--- src/rtl/sum_uart_tx.sv ---
// sum_uart_tx
//   Serial output stage for the 8-bit adder. Sums are accepted through a
//   valid/ready handshake into a 2-entry FIFO. They are then sent on one pin
//   as UART 8N1 frames: start bit, 8 data bits LSB first, stop bit. Each bit
//   lasts CLKS_PER_BIT clocks.
//
// Parameters
//   CLKS_PER_BIT  clocks per UART bit (2..65535)
//
// Ports
//   clk        system clock, rising edge
//   rst_n      asynchronous active-low reset
//   sum_in     sum byte from the adder
//   sum_valid  sum_in holds a byte to be sent
//   sum_ready  a byte can be accepted this cycle
//   tx         UART serial output, idle high, registered
//   busy       FIFO non-empty or frame in progress
//
// States
//   state | meaning
//   IDLE  | line high, waiting for a queued byte
//   START | start bit (tx = 0)
//   DATA  | data bits, LSB first, bit_idx 0..7
//   STOP  | stop bit (tx = 1); chains straight into START if a byte is queued

module sum_uart_tx #(
    parameter int CLKS_PER_BIT = 16
) (
    input  logic       clk,
    input  logic       rst_n,
    input  logic [7:0] sum_in,
    input  logic       sum_valid,
    output logic       sum_ready,
    output logic       tx,
    output logic       busy
);

    localparam int CW = (CLKS_PER_BIT > 1) ? $clog2(CLKS_PER_BIT) : 1;
    localparam logic [CW-1:0] BAUD_LAST = CW'(CLKS_PER_BIT - 1);

    localparam logic [1:0] S_IDLE  = 2'd0;
    localparam logic [1:0] S_START = 2'd1;
    localparam logic [1:0] S_DATA  = 2'd2;
    localparam logic [1:0] S_STOP  = 2'd3;

    logic [7:0]    fifo_mem [2];
    logic          rd_ptr;
    logic          wr_ptr;
    logic [1:0]    count;

    logic [1:0]    state;
    logic [CW-1:0] baud;
    logic [2:0]    bit_idx;
    logic [7:0]    shift;

    logic          push;
    logic          pop;
    logic          baud_done;

    // Ready comes from the registered count only, so a pop never frees a
    // slot for a push in the same cycle.
    assign sum_ready = (count != 2'd2) && rst_n;
    assign push      = sum_valid && sum_ready;
    assign baud_done = (baud == BAUD_LAST);
    assign pop       = (count != 2'd0) &&
                       ((state == S_IDLE) || ((state == S_STOP) && baud_done));
    assign busy      = (state != S_IDLE) || (count != 2'd0);

    always_ff @(posedge clk) begin
        if (push) begin
            fifo_mem[wr_ptr] <= sum_in;
        end
    end

    always_ff @(posedge clk or negedge rst_n) begin
        if (!rst_n) begin
            rd_ptr <= 1'b0;
            wr_ptr <= 1'b0;
            count  <= 2'd0;
        end else begin
            if (push) begin
                wr_ptr <= ~wr_ptr;
            end
            if (pop) begin
                rd_ptr <= ~rd_ptr;
            end
            case ({push, pop})
                2'b10:   count <= count + 2'd1;
                2'b01:   count <= count - 2'd1;
                default: count <= count;
            endcase
        end
    end

    always_ff @(posedge clk or negedge rst_n) begin
        if (!rst_n) begin
            state   <= S_IDLE;
            baud    <= '0;
            bit_idx <= 3'd0;
            shift   <= 8'h00;
            tx      <= 1'b1;
        end else begin
            case (state)
                S_IDLE: begin
                    baud <= '0;
                    if (pop) begin
                        state <= S_START;
                        shift <= fifo_mem[rd_ptr];
                        tx    <= 1'b0;
                    end
                end
                S_START: begin
                    if (baud_done) begin
                        state   <= S_DATA;
                        baud    <= '0;
                        bit_idx <= 3'd0;
                        tx      <= shift[0];
                    end else begin
                        baud <= baud + 1'b1;
                    end
                end
                S_DATA: begin
                    if (baud_done) begin
                        baud <= '0;
                        if (bit_idx == 3'd7) begin
                            state <= S_STOP;
                            tx    <= 1'b1;
                        end else begin
                            // shift[0] is the bit being sent; shift[1] is next.
                            bit_idx <= bit_idx + 3'd1;
                            shift   <= {1'b0, shift[7:1]};
                            tx      <= shift[1];
                        end
                    end else begin
                        baud <= baud + 1'b1;
                    end
                end
                S_STOP: begin
                    if (baud_done) begin
                        baud <= '0;
                        if (pop) begin
                            state <= S_START;
                            shift <= fifo_mem[rd_ptr];
                            tx    <= 1'b0;
                        end else begin
                            state <= S_IDLE;
                        end
                    end else begin
                        baud <= baud + 1'b1;
                    end
                end
                default: begin
                    state <= S_IDLE;
                    baud  <= '0;
                    tx    <= 1'b1;
                end
            endcase
        end
    end

endmodule

--- config.mk ---
export PLATFORM = sky130hd
export DESIGN_NAME = sum_uart_tx
export DESIGN_NICKNAME = d
export VERILOG_FILES = /design/src/rtl/sum_uart_tx.sv
export SDC_FILE = /design/constraint.sdc
export NUM_CORES = 1
export LEC_CHECK = 0
export CAP_MARGIN = 5
export CORE_AREA = 2 2 58 60
export CTS_BUF_LIST = sky130_fd_sc_hd__clkbuf_8
export CTS_CLUSTER_DIAMETER = 60
export DETAILED_ROUTE_END_ITERATION = 10
export DIE_AREA = 0 0 60 62
export GPL_TIMING_DRIVEN = 0
export PLACE_DENSITY = 0.77
export SLEW_MARGIN = 15
export SYNTH_ARGS = -nofsm -noshare
export SYNTH_HDL_FRONTEND = slang
export SYNTH_SLANG_ARGS = --single-unit
--- constraint.sdc ---
create_clock -name clk -period 2.56 [get_ports clk]
set_input_delay 0.256 -clock clk [delete_from_list [all_inputs] [get_ports clk]]
set_output_delay 0.256 -clock clk [all_outputs]
set_load 0.01 [all_outputs]
After elaboration in Yosys (flattened, before gate mapping)
Memory sizes are Yosys's and may differ from the RTL's.
Index checks and enable logic that the tools add are counted.
{"block": "totals", "output_inout_bits": 3, "mem_count": 1, "regBits": 22, "ramBits": 16, "elab_cells": 73}
{"block": "op_classes", "reduce_logical": 17, "add_sub_neg": 4, "n_eq_ne": 14, "bitwise": 2, "mux": 27}
{"memory": "fifo_mem", "words": 2, "word_bits": 8, "read_ports": 1, "rd_ports_with_merged_regs": 0, "write_ports": 1, "line": "46", "source": "logic [7:0] fifo_mem [2];"}
{"op": "two-way mux 8 bit", "n": 4}
{"op": "one-hot mux 8 bit (3 select lines)", "n": 1}
{"op": "inequality test 2 bit, second input constant", "n": 7}
{"op": "two-way mux 2 bit", "n": 5}
{"op": "two-way mux 3 bit", "n": 3}
{"op": "two-way mux 1 bit", "n": 8}
{"op": "one-hot mux 2 bit (4 select lines)", "n": 1}
{"op": "one-hot mux 4 bit (2 select lines)", "n": 1}
{"op": "AND reduction 4 bit", "n": 2}
{"op": "nonzero test 2 bit", "n": 4}
{"op": "== test 2 bit, second input constant", "n": 3}
{"op": "one-hot mux 3 bit (2 select lines)", "n": 1}
{"op": "AND reduction 5 bit", "n": 1}
{"op": "adder 4 x 1 -> 4 bit, second input constant", "n": 1}
{"op": "== test 2 x 1 -> 1 bit, second input constant", "n": 2}
{"op": "== test 4 bit, second input constant", "n": 1}
{"op": "logical AND 1 bit", "n": 4}
{"op": "two-way mux 4 bit", "n": 1}
{"op": "one-hot mux 1 bit (4 select lines)", "n": 1}
{"op": "one-hot mux 2 bit (2 select lines)", "n": 1}
{"op": "adder 3 x 1 -> 3 bit, second input constant", "n": 1}
{"op": "== test 3 bit, second input constant", "n": 1}
{"op": "AND reduction 3 bit", "n": 1}
{"op": "nonzero test 3 bit", "n": 1}
{"op": "other kinds (6)", "n": 8}

Logic depth before layout (Yosys ltp)
{"block": "depth", "ltp_word": 7, "mapped_depth": 8, "mapped_depth_nobuf": 8}

Worst setup path before layout
Ideal clock, no wire load.
{"block": "synth_path", "path_type": "register -> register", "startpoint": "reg state[0]", "endpoint": "reg shift[0]", "setup_slack_ns": 0.268, "period_less_slack_ns": 2.292, "path_buffers": 1, "required_ns": 2.435, "arrival_time_ns": 2.167, "stages_incl_launch_ff": 7, "cell_sequence": "dfrtp_1 inv_1 ha_1 clkbuf_1 or4b_4 a221oi_4 mux2_2"}
{"block": "synth_via", "elab_chain_cells": 7, "word_cells_on_any_way": 14, "cone_classes": "eq/ne: 5; mux: 3; reduce/logical: 6"}
{"item": "from (decl)", "line": "51", "source": "logic [1:0] state;"}
{"item": "from (signal assigned)", "line": "97", "source": "state <= S_IDLE;"}
{"item": "from (signal assigned)", "line": "107", "source": "state <= S_START;"}
{"item": "from (signal assigned)", "line": "114", "source": "state <= S_DATA;"}
{"item": "== test 2 bit", "line": "66, 103"}
{"item": "logical AND 1 bit", "line": "66", "source": "((state == S_IDLE) || ((state == S_STOP) && baud_done));"}
{"item": "logical OR 1 bit", "line": "66"}
{"item": "logical AND 1 bit", "line": "65", "source": "assign pop = (count != 2'd0) &&"}
{"item": "two-way mux 8 bit (2 in series)"}
{"item": "one-hot mux 8 bit (3 select lines)", "line": "103", "source": "case (state)"}
{"item": "to (signal assigned)", "line": "108", "source": "shift <= fifo_mem[rd_ptr];"}
{"item": "to (signal assigned)", "line": "131", "source": "shift <= {1'b0, shift[7:1]};"}
{"item": "to (signal assigned)", "line": "143", "source": "shift <= fifo_mem[rd_ptr];"}
{"item": "to (decl)", "line": "54", "source": "logic [7:0] shift;"}
Parallel ways exist; a longest one is shown, timed or not. The select of a mux whose other input is x is not followed.
A chain may end at the register's enable or synchronous reset.

Worst setup path in the final report
{"block": "layout_path", "startpoint": "reg state[0]", "endpoint": "reg shift[3]"}
The elaborated chain is that of the path after synthesis.

==> impl_results.md <==
* Status: finished clean
* Number of DRC markers in iteration 0 at 24
* Final Net Count at between 150 and 200
* Worst path max stage delay at around 570 ps
* Largest net degree at the start of global routing at 24
* Initial Util at around 57%
* Non-filler cells, final at 210
* Vias in the first global route at between 1k and 1.5k
* Pwr/cell area at ~1100 mW/mm2
* Clock sinks at 38
* # DRC at 0
* Worst hold slack at about 240 ps
* CP top delay family: simple AND/OR/NAND/NOR gates
* Total Wirelength at approximately 3000 um
* Clock slew at reported path FFs at 80 ps
* Worst slew margin at between 30 and 40%
* Hold Crit Class: in -> async
* CTS buffer count at 5
* Share of cells above drive strength 1 at about 15%
* Die Width at about 60 um
* Gpl congestion at about 0.79
* Synthesized flop and latch total at 38
* Worst setup EP type: register
* Final Power at between 2 and 2.5 mW
* CTS tree: done
* Final count of hold timing violations at 0
* Ranking of synthesized cells by area: dfrtp_1 (29%), edfxtp_1 (27%), ha_1 (7.0%)
* Max Clk Rate at approximately 410 MHz
* First-pass GRT wire length at around 5000 um
* Final setup TNS at 0 ps
* Clk root buf: clkbuf_8
* DR WL/cell at roughly 14 um
* Cells after DPL at 200
* Clk_lat worst skew at ~290 ps
* Leakage at between 0.8 and 0.9 nW
* Antenna viol nets, final at 0
* Max-slew violations at 0
* Skew final at a little over 6 ps
* Final worst-path cycle share at 95.4%
* Area leader, netlist: dfrtp_1
* Crit-path cells: inv_1 -> ha_1 -> clkbuf_1 -> or4b_4 -> a221oi_4 -> buf_4 -> mux2_2
* Vias per cell at approximately 5.4
* Rows at 21
* Die area at roughly 0.0037 mm2
* Max-cap viol count at 0
* TritonRoute pass-1 iters at 4
* Crit path max fanout at 7
* RSZ-0062 raised after global routing: no
* Gr usage total at about a fifth
* Dpl hpwl at roughly 2100 um
* WP data required at 2740 ps
* Via count at approximately 1.1k
* Syn_nets at 162
* Mapped Avg Cell Area at between 10 and 15 um2
* CP Data Arrival Time at about 2600 ps
* CTS H-tree depth at 2
* Area growth, synth to finish at 16.1%
* Min Tclk post-route at 2440 ps
* Worst slew pin tran at about 1000 ps
* Final setup vio count at 0
* IO buf count at 13
* Maximum vdd drop at 528 uV
* Buf/Inv on CP at 3
* Clock Path Buffers at 2
* Grt ovf at 0
* Initial antenna violation count at 0
* Sequential area share after synthesis at 57.4%
* Die Y at roughly 62 um
* Synthesized cell area at around 0.0018 mm2
* Core area at 0.00318 mm2
* Synth cell types at 33
* I/O pin count at 14
* CP max-delay cell: or4b_4
* Post-synth top area share at between 20% and 30%
* Ys Warns at 0
* Antenna cells at 0
* Crit start category: register
* Kind of critical path: reg -> reg
* Synth Instances at 141
final cells by class:
type | count | area (um2)
multi-input cells | 93 | 724
inverters | 5 | 18.8
fillers | 251 | 1090
repair buffers | 15 | 144
clock inverters | 3 | 16.3
clock buffers | 5 | 68.8
plain buffers | 5 | 23.8
flip-flops and latches | 38 | 1030
well taps | 46 | 57.6
metal layers:
metal | routed length (um) | vias to the layer above | track usage, %
met5 | 0 | - | 0
li1 | - | 554 | -
met2 | 1500 | 18 | 32.5
met1 | 1360 | 563 | 22.6
met3 | 97 | 5 | 4.97
met4 | 51 | 0 | 8.57
layout by cell type (no fill, tap or decap), drive strengths merged:
cell | Yosys | routed
dfrtp | 21 | 21
edfxtp | 16 | 16
o21ai | 14 | 14
clkdlybuf4s50 | 0 | 12
nand2 | 10 | 10
ha | 10 | 10
mux2 | 10 | 10
clkbuf | 4 | 9
nor2 | 8 | 8
mux2i | 8 | 8
inv | 5 | 5
a22o | 5 | 5
a21oi | 4 | 4
xnor2 | 4 | 4
buf | 1 | 3
and3 | 2 | 2
a21boi | 2 | 2
xor2 | 2 | 2
a221oi | 2 | 2
clkinv | 0 | 2
nor2b | 1 | 1
nor3 | 1 | 1
nor3b | 1 | 1
nand4b | 1 | 1
nand3 | 1 | 1
or4b | 1 | 1
o21a | 1 | 1
nor4b | 1 | 1
or2 | 1 | 1
nand4 | 1 | 1
a31oi | 1 | 1
o22a | 1 | 1
clkinvlp | 0 | 1
dlygate4sd2 | 0 | 1
dfstp | 1 | 1
cells by family after synthesis:
logic type                 count (synthesis)  share of synthesized area (%)
buffers and inverters                     10                           2.30
adders and majority gates                 10                           6.96
AOI/OAI and AO/OA                         30                           11.5
and+or+nand+nor                           29                           8.21
DFF                                       38                           57.4
xor gates and xnor gates                   6                           2.92
muxes                                     18                           10.7
through the flow:
step / utilization [%] / setup slack (ps) / area [um2]
5_1_grt: 65.6 / 13.5 / 2090
4_1_cts: 65.6 / 81.4 / 2080
2_1_floorplan: - / 268 / 1800
3_3_place_gp: 62.5 / -300 / 1990
6_report: 65.6 / 118 / 2090
3_5_place_dp: 62.5 / -378 / 1990
report_power, final:
group	switching (mW)	internal (mW)
Sequential	0.119	0.825
Clock	0.209	0.186
Combinational	0.467	0.452
cell usage after synthesis, drive strengths merged:
library cell / count
dfrtp: 21
edfxtp: 16
o21ai: 14
ha: 10
mux2: 10
nand2: 10
mux2i: 8
nor2: 8
a22o: 5
inv: 5
a21oi: 4
clkbuf: 4
xnor2: 4
a21boi: 2
a221oi: 2
and3: 2
xor2: 2
a31oi: 1
buf: 1
dfstp: 1
nand3: 1
nand4: 1
nand4b: 1
nor2b: 1
nor3: 1
nor3b: 1
nor4b: 1
o21a: 1
o22a: 1
or2: 1
or4b: 1
path summary, 6_finish.rpt:
check	cells after the start	to	slack, ps	from
worst max-delay path	7	shift[3]	120	state[0]
worst min-delay path	1	baud[1]	240	rst_n
worst max register to register	7	shift[3]	120	state[0]
worst min register to register	1	baud[0]	500	baud[0]
max in group asynchronous	1	state[0]	1650	rst_n
min in group clk	1	baud[0]	500	baud[0]
state kept, by name (all words and copies together) (netlist names):
name and flops:
fifo_mem 16, shift 8, baud 4, bit_idx 3, count 2, state 2
rd_ptr 1, tx 1, wr_ptr 1
timing repair:
action,CTS,global route
setup buffers,2,0
endpoints found under the setup margin,17,8
hold buffers,0,0
gates resized for setup,1,3
cloned,0,0
pin swaps,1,0
No activity file was read; power rests on OpenSTA's default activity.
